<file path="src/rtl/alu_seq_pkg.sv">
// Shared command codes and FSM state type for the ALU sequencer.
package alu_seq_pkg;

  localparam logic [3:0] CMD_ADD = 4'b0001;
  localparam logic [3:0] CMD_SUB = 4'b0101;
  localparam logic [3:0] CMD_MUL = 4'b1000;

  typedef enum logic [1:0] {
    StIdle,
    StExec,
    StMul,
    StDone
  } state_e;

endpackage

</file>
<file path="src/rtl/alu_seq_booth_step.sv">
// One combinational radix-2 Booth iteration: conditional add/subtract of the
// multiplicand into the accumulator, then arithmetic shift right of {acc, mq, q-1}.
module alu_seq_booth_step
  import alu_seq_pkg::*;
#(
  parameter int unsigned DATA_W = 16
) (
  input  logic [DATA_W:0]   acc,
  input  logic [DATA_W-1:0] mcand,
  input  logic [DATA_W-1:0] mq,
  input  logic              qm1,
  output logic [DATA_W:0]   acc_next,
  output logic [DATA_W-1:0] mq_next,
  output logic              qm1_next
);

  // Accumulator is one bit wider than the operands so that subtracting the
  // most negative multiplicand cannot overflow.
  logic [DATA_W:0] mcand_x;
  logic [DATA_W:0] sum;

  // Booth recoding on {mq[0], q-1} followed by the arithmetic shift.
  always_comb begin
    mcand_x = {mcand[DATA_W-1], mcand};
    case ({mq[0], qm1})
      2'b01:   sum = acc + mcand_x;
      2'b10:   sum = acc - mcand_x;
      default: sum = acc;
    endcase
    acc_next = {sum[DATA_W], sum[DATA_W:1]};
    mq_next  = {sum[0], mq[DATA_W-1:1]};
    qm1_next = mq[0];
  end

endmodule

</file>
<file path="src/rtl/alu_sequencer.sv">
// Sequenced ALU: single-cycle add/sub, 16-step Booth multiply, with a
// valid/ready handshake on both the request and the result side.
module alu_sequencer
  import alu_seq_pkg::*;
#(
  parameter int unsigned DATA_W = 16
) (
  input  logic                  clk,
  input  logic                  rst_n,
  input  logic [DATA_W-1:0]     inputA,
  input  logic [DATA_W-1:0]     inputB,
  input  logic [3:0]            command,
  input  logic                  start_valid,
  output logic                  start_ready,
  output logic [2*DATA_W-1:0]   result,
  output logic                  error,
  output logic                  result_valid,
  input  logic                  result_ready,
  output logic                  busy
);

  localparam int unsigned CntW = $clog2(DATA_W);
  localparam logic [CntW-1:0] LastStep = CntW'(DATA_W - 1);

  state_e state_q, state_d;

  logic [DATA_W-1:0]   a_q, a_d;
  logic [DATA_W-1:0]   b_q, b_d;
  logic [3:0]          cmd_q, cmd_d;
  logic [DATA_W:0]     acc_q, acc_d;
  logic [DATA_W-1:0]   mq_q, mq_d;
  logic                qm1_q, qm1_d;
  logic [CntW-1:0]     cnt_q, cnt_d;
  logic [2*DATA_W-1:0] result_q, result_d;
  logic                error_q, error_d;

  logic [DATA_W:0]     acc_step;
  logic [DATA_W-1:0]   mq_step;
  logic                qm1_step;

  logic                is_sub;
  logic [DATA_W-1:0]   b_eff;
  logic [DATA_W-1:0]   sum;
  logic                ovf;

  alu_seq_booth_step #(
    .DATA_W (DATA_W)
  ) u_booth_step (
    .acc      (acc_q),
    .mcand    (a_q),
    .mq       (mq_q),
    .qm1      (qm1_q),
    .acc_next (acc_step),
    .mq_next  (mq_step),
    .qm1_next (qm1_step)
  );

  // Shared adder for ADD/SUB; SUB is A + ~B + 1 so overflow uses the inverted B sign.
  always_comb begin
    is_sub = (cmd_q == CMD_SUB);
    b_eff  = is_sub ? ~b_q : b_q;
    sum    = a_q + b_eff + {{(DATA_W-1){1'b0}}, is_sub};
    ovf    = (a_q[DATA_W-1] == b_eff[DATA_W-1]) && (sum[DATA_W-1] != a_q[DATA_W-1]);
  end

  // Next-state and datapath updates; result/error only change on entry to DONE.
  always_comb begin
    state_d  = state_q;
    a_d      = a_q;
    b_d      = b_q;
    cmd_d    = cmd_q;
    acc_d    = acc_q;
    mq_d     = mq_q;
    qm1_d    = qm1_q;
    cnt_d    = cnt_q;
    result_d = result_q;
    error_d  = error_q;

    unique case (state_q)
      StIdle: begin
        if (start_valid) begin
          a_d     = inputA;
          b_d     = inputB;
          cmd_d   = command;
          acc_d   = '0;
          mq_d    = inputB;
          qm1_d   = 1'b0;
          cnt_d   = '0;
          state_d = (command == CMD_MUL) ? StMul : StExec;
        end
      end
      StExec: begin
        state_d = StDone;
        if (cmd_q == CMD_ADD || cmd_q == CMD_SUB) begin
          result_d = {{DATA_W{sum[DATA_W-1]}}, sum};
          error_d  = ovf;
        end else begin
          result_d = '0;
          error_d  = 1'b1;
        end
      end
      StMul: begin
        acc_d = acc_step;
        mq_d  = mq_step;
        qm1_d = qm1_step;
        cnt_d = cnt_q + 1'b1;
        if (cnt_q == LastStep) begin
          // Low DATA_W bits of the wide accumulator plus mq form the full product.
          result_d = {acc_step[DATA_W-1:0], mq_step};
          error_d  = 1'b0;
          state_d  = StDone;
        end
      end
      StDone: begin
        if (result_ready) state_d = StIdle;
      end
      default: state_d = StIdle;
    endcase
  end

  // State and datapath registers; reset abandons any operation in flight.
  always_ff @(posedge clk or negedge rst_n) begin
    if (!rst_n) begin
      state_q  <= StIdle;
      a_q      <= '0;
      b_q      <= '0;
      cmd_q    <= '0;
      acc_q    <= '0;
      mq_q     <= '0;
      qm1_q    <= 1'b0;
      cnt_q    <= '0;
      result_q <= '0;
      error_q  <= 1'b0;
    end else begin
      state_q  <= state_d;
      a_q      <= a_d;
      b_q      <= b_d;
      cmd_q    <= cmd_d;
      acc_q    <= acc_d;
      mq_q     <= mq_d;
      qm1_q    <= qm1_d;
      cnt_q    <= cnt_d;
      result_q <= result_d;
      error_q  <= error_d;
    end
  end

  // Handshake and status outputs decode directly from the state register.
  always_comb begin
    start_ready  = (state_q == StIdle);
    busy         = (state_q != StIdle);
    result_valid = (state_q == StDone);
    result       = result_q;
    error        = error_q;
  end

endmodule

</file>
<file path="config.mk">
export PLATFORM = sky130hd
export DESIGN_NAME = alu_sequencer
export DESIGN_NICKNAME = d
export VERILOG_FILES = /design/src/rtl/alu_seq_pkg.sv /design/src/rtl/alu_seq_booth_step.sv /design/src/rtl/alu_sequencer.sv
export SDC_FILE = /design/constraint.sdc
export NUM_CORES = 1
export LEC_CHECK = 0
export BUFFER_PORTS_ARGS = -buffer_cell sky130_fd_sc_hd__buf_2
export CORE_ASPECT_RATIO = 0.8
export CORE_UTILIZATION = 61
export CTS_BUF_LIST = sky130_fd_sc_hd__clkbuf_8
export CTS_CLUSTER_DIAMETER = 30
export DETAILED_ROUTE_END_ITERATION = 6
export PLACE_DENSITY = 0.92
export SLEW_MARGIN = 20
export SYNTH_ARGS = -nofsm -noshare
export SYNTH_HDL_FRONTEND = slang
export SYNTH_SLANG_ARGS = --single-unit
</file>
<file path="constraint.sdc">
create_clock -name clk -period 4.9 [get_ports clk]
set_input_delay 0.98 -clock clk [delete_from_list [all_inputs] [get_ports clk]]
set_output_delay 0.98 -clock clk [all_outputs]
set_load 0.005 [all_outputs]
</file>
After elaboration in Yosys (flattened, before gate mapping)
Cells that the tools add are included.
Storage, ports and cells
  register bits after elaboration: 109
  input bits: 40
  output and inout port bits: 36
  logic and storage cells: 61
Cells by class
  $add $sub $neg: 5
  equal/unequal tests: 14
  muxes and demuxes: 21
  bitwise operators: 1
  reductions and logical operators: 10
Operators by type and width (count)
  case mux 17 bit (2 select lines): 2
  two-way mux 32 bit: 2
  case mux 32 bit (2 select lines): 1
  two-way mux 16 bit: 2
  case mux 16 bit (2 select lines): 1
  adder 17 bit: 1
  two-way mux 17 bit: 1
  subtractor 17 bit: 1
  adder 16 x 1 -> 16 bit: 1
  adder 16 bit: 1
  inverter 16 bit: 1
  == test 4 bit (second input constant): 2
  two-way mux 2 bit: 4
  case mux 2 bit (4 select lines): 1
  case mux 4 bit (2 select lines): 1
  == test 2 bit (second input constant): 3
  AND reduction 2 bit: 3
  nonzero test 2 bit: 3
  adder 4 x 1 -> 4 bit (second input constant): 1
  == test 2 x 1 -> 1 bit (second input constant): 2
  == test 4 x 1 -> 1 bit (second input constant): 1
  == test 4 x 3 -> 1 bit (second input constant): 1
  two-way mux 4 bit: 1
  inequality test 2 bit (second input constant): 2
  other kinds (9): 12

Logic depth before layout (Yosys ltp)
  depth in word-level cells: 8
  gate-level depth with buffers: 14
  mapped depth without buffers: 13

Hierarchy
A second synthesis with hierarchy kept.
Unflattened totals
  cells, all modules: 788
  area, all modules: 7409.6 um2
By module, submodules not included
  alu_sequencer: instances 1, cells each 561, area each 5913.2 um2, seq. area each 2727.6 um2
  alu_seq_booth_step: instances 1, cells each 227, area each 1496.4 um2, seq. area each 0.0 um2

Worst setup path after synthesis
OpenSTA, ideal clock, no wires.
  path kind: register -> register
  start point: register a_q[4]
  end point: register result_q[31] (netlist: result[31])
  setup time: 90 ps
  arrival: 3661 ps
  required time: 4810 ps
  slack: 1149 ps
  stages on the path, launching flop included: 14
  buffers on the path: 0
  clock period less this slack: 3751 ps
  cells stage by stage: dfrtp_1 > or3_1 > nor4_1 > nor4b_1 > a21oi_1 > xnor2_1 > ha_1 > a21o_1 > a31oi_1 > o21ai_0 > a2111oi_4 > nor4_1 > or4_1 > o221ai_1
On the way
  cells in the longest elaborated chain, start to end: 4
  elaborated cells between the ends (all ways): 8
  those cells by class: 4 x add/sub; 4 x mux
Ends and longest elaborated chain
  from (decl): RTL line alu_sequencer.sv:27  | logic [DATA_W-1:0] a_q, a_d;
  from (signal assigned): RTL line alu_sequencer.sv:125  | a_q <= '0;
  from (signal assigned): RTL line alu_sequencer.sv:136  | a_q <= a_d;
  adder 16 bit, or another cell as far along: RTL line alu_sequencer.sv:62  | sum = a_q + b_eff + {{(DATA_W-1){1'b0}}, is_sub};
  adder 16 x 1 -> 16 bit or case mux 17 bit (2 select lines) (tied branches): RTL line alu_sequencer.sv:62, alu_seq_booth_step.sv:25
  two-way mux 32 bit, on equally long branches: RTL line alu_sequencer.sv:94, alu_sequencer.sv:107
  case mux 32 bit (2 select lines) (*): RTL line alu_sequencer.sv:79  | unique case (state_q)
  to (signal assigned): RTL line alu_sequencer.sv:143  | result_q <= result_d;
  to (decl): RTL line alu_sequencer.sv:34  | logic [2*DATA_W-1:0] result_q, result_d;
Mark *: on every way between the ends. The rest lies on a longest branch, timed or not. The select of a mux whose other input is x is not followed.
A chain may end at the register's enable or synchronous reset.

Worst setup path in the final report
  start point: register a_q[2]
  end point: register result_q[31] (netlist: result[31])
Same word-level chain as after synthesis.

==> run_results.csv <==
group,metric,value,unit
synth,synth-edff-count,0,
synth,syn_nets,798,
cts,htreeDepth,3,
drt,dr_wl_met2,7928,um
grt,grt_max_degree,81,
critical_path,path_buf_inv,1,
final_layout,layout-drive-gt1-share,0.2130,
critical_path,critPathRequiredTime,5200,ps
drt,drt_iter0_markers,497,
critical_path,end_kind,"register",
timing,fin_crit_sh,0.8252,
synth,synth_cell_types,70,
floorplan,dieArea,11550,um^2
critical_path,r2r_cells,14,
critical_path,cp_num_cells,14,
timing,fin_skew,10.65,ps
cts,cts-buffers-inserted,9,
synth,syn_inst,719,
critical_path,critPathKind,"reg2reg",
drt,routedWlPerCell,18.51,um
cts,clk_latency,390,ps
critical_path,worstPathCellList,"or3_1, nor4_1, nor4b_1, buf_4, a21oi_1, xnor2_1, ha_1, a21o_1, a31oi_1, o21ai_0, a2111oi_4, nor4_1, or4_1, o221ai_1",
floorplan,die_h,96.33,um
critical_path,start_kind,"register",
cts,cts_root_buffer,"clkbuf_8",
timing,fmax,247.3,MHz
final_layout,instances_no_fill,928,
timing,finalMaxSlewViolations,0,
critical_path,cp_top_family,"simple AND/OR/NAND/NOR gates",
critical_path,crit_fanout,7,
synth,ys_warn_count,0,
cts,cts_sinks,108,
cts,hold_buffers,0,
drt,vias,5743,
critical_path,r2r-end,"result[31]$_DFFE_PN0P_",
cts,max-clock-path-buffers,2,
min_path,hold_class,"reg2reg",
timing,rsz0062_at_grt,"false",
synth,synth_seq_cells,108,
synth,async_flop_share,1.000,
min_path,min_to,"result[7]$_DFFE_PN0P_",
grt,grt_pass1_vias,5532,
placed_design,placedCellCount,912,
drt,wl_met3,1042,um
critical_path,r2r_start,"a_q[2]$_DFFE_PN0P_",
drt,wl_met1,7798,um
min_path,worstHoldStart,"result[7]$_DFFE_PN0P_",
placed_design,port-buffer-count,75,
critical_path,r2r_slack,860,ps
floorplan,core-area,10850,um^2
grt,antenna_found_initial,0,
timing,tightest_slew,811.5,ps
timing,holdWs,487.2,ps
run,max_cap_viol_count,0,
final_layout,diodes,0,
grt,gr-total-overflow,0,
critical_path,cp_slowest_cell,"or4_1",
critical_path,arrival,4350,ps
floorplan,rows,34,
grt,grt_pass1_wl,27230,um
grt,grt_usage,0.3083,
cts,post_cts_buffers,0,
timing,finalSetupTns,0,ps
floorplan,initial_core_util,0.6254,
drt,wirelength,17180,um
critical_path,critPathMostFrequentCell,"nor4_1",
synth,synth-main-ff-cell,"dfrtp_1",
status,status,"finished, final reports clean",
drt,ant_nets,0,
cts,cts_resized,0,
synth,ys_seq_area_frac,0.3984,
final_layout,syn_to_final_growth,10.13,%
drt,dr.pass1.iters,5,
cts,cts_tree,"yes",
final_layout,fillers,865,
drt,top_layer_used,"met4",
critical_path,slowest_delay,560,ps
final_layout,fin_util,0.6887,
placed_design,gp_congestion,0.9012,
cts,path_clk_slew,100,ps
placed_design,dp_hpwl,12350,um
floorplan,io_pins,76,
synth,netlist_area,6784,um^2
timing,setup_viol,0,
synth,synth_area_per_cell,9.435,um^2
timing,finalHoldViolations,0,
min_path,hold_depth,2,
timing,relSlewSlack,0.4578,
final_layout,nets,858,
timing,fin_crit,4044,ps
floorplan,die_x,119.9,um
drt,drcViolationCount,0,
drt,viasPerCell,6.189,
kinds of logic (layout without fill, tap and decap cells):
family          after synthesis  count (layout)  synth area share
buf+inv                      58             123           0.03578
mux                          56              56           0.08963
flops                       108             108            0.3984
compound gates              201             201            0.1918
simple gates                204             204            0.1407
xor+xnor                     53              53           0.06953
fa+ha+maj                    39              39           0.07414
layer usage:
metal	track usage	vias to the layer above
met3	0.06457	37
met4	0.1313	0
met1	0.4094	2805
met2	0.4923	212
met5	0	-
li1	-	2689
synthesized netlist by cell type, types with 3 or more instances:
cell      number  area (um^2)
a211o_1        3        26.28
a21o_1         7        52.55
a21oi_1       47        235.2
a21oi_2       10        87.58
a22oi_1       11        82.58
a31oi_1        6        37.54
and3_1         7        43.79
buf_1          3        11.26
clkbuf_1      31        116.4
dfrtp_1      108         2703
ha_1          37        462.9
inv_1         19        71.32
mux2_2        38        427.9
mux2i_1       18        180.2
nand2_1       86        322.8
nand2b_1       8        50.05
nand3_1       11        55.05
nand4_1        3        18.77
nor2_1        49        183.9
nor3_1        11        55.05
nor4_1         4        25.02
nor4b_1        3        26.28
o211ai_1       6        45.04
o21a_1         3        22.52
o21ai_0       71        355.3
o22ai_1        7        43.79
or3_1          5        31.28
xnor2_1       22        192.7
xor2_1        30        262.8
worst max-delay path by stage:
stage,to,start
floorplan,result[31]$_DFFE_PN0P_,a_q[4]$_DFFE_PN0P_
global placement,result[31]$_DFFE_PN0P_,a_q[4]$_DFFE_PN0P_
detailed placement,result[31]$_DFFE_PN0P_,a_q[2]$_DFFE_PN0P_
CTS,result[31]$_DFFE_PN0P_,a_q[2]$_DFFE_PN0P_
global route,acc_q[15]$_DFFE_PN0P_,a_q[2]$_DFFE_PN0P_
finish,result[31]$_DFFE_PN0P_,a_q[2]$_DFFE_PN0P_
cell usage in the layout (no fill, tap or decap), types with 18 or more instances in the layout:
cell type  netlist  final
xor2_1          30     30
nand2_1         86     86
mux2i_1         18     18
ha_1            37     36
o21ai_0         71     71
dfrtp_1        108    108
xnor2_1         22     22
a21oi_1         47     46
inv_1           19     21
buf_2            0     74
nor2_1          49     49
mux2_2          38     38
stage by stage:
step	cell area, um^2	setup slack (ps)
after global routing	7471	562.2
final	7471	856.3
after CTS	7467	888.3
after floorplan	6784	1149
after global placement	7274	1056
after detailed placement	7274	939.5
sequential cells by signal, summed over array words and instances (netlist names):
signal / flops
a_q: 16
cnt_q: 4
b_q: 16
cmd_q: 4
acc_q: 16
mq_q: 16
state_q: 2
error: 1
qm1_q: 1
result: 32
layout make-up:
cell class / instances / area, um^2 / area share
clock buffer: 9 / 123.9 / 0.01658
clock inverter: 7 / 68.82 / 0.009211
sequential: 108 / 2703 / 0.3617
multi-input combinational: 553 / 3852 / 0.5157
tap: 144 / 180.2 / 0.02412
timing repair buffer: 86 / 464.2 / 0.06213
inverter: 21 / 78.83 / 0.01055
worst register-to-register path, stage by stage (launching register included):
cell and delay, ps:
dfrtp_1 480, or3_1 380, nor4_1 330, nor4b_1 300
buf_4 190, a21oi_1 70, xnor2_1 130, ha_1 370
a21o_1 220, a31oi_1 150, o21ai_0 190, a2111oi_4 380
nor4_1 130, or4_1 560, o221ai_1 100
Power is not shown: default switching activity piles up to over one toggle a cycle in this logic, so the estimate is an artifact.
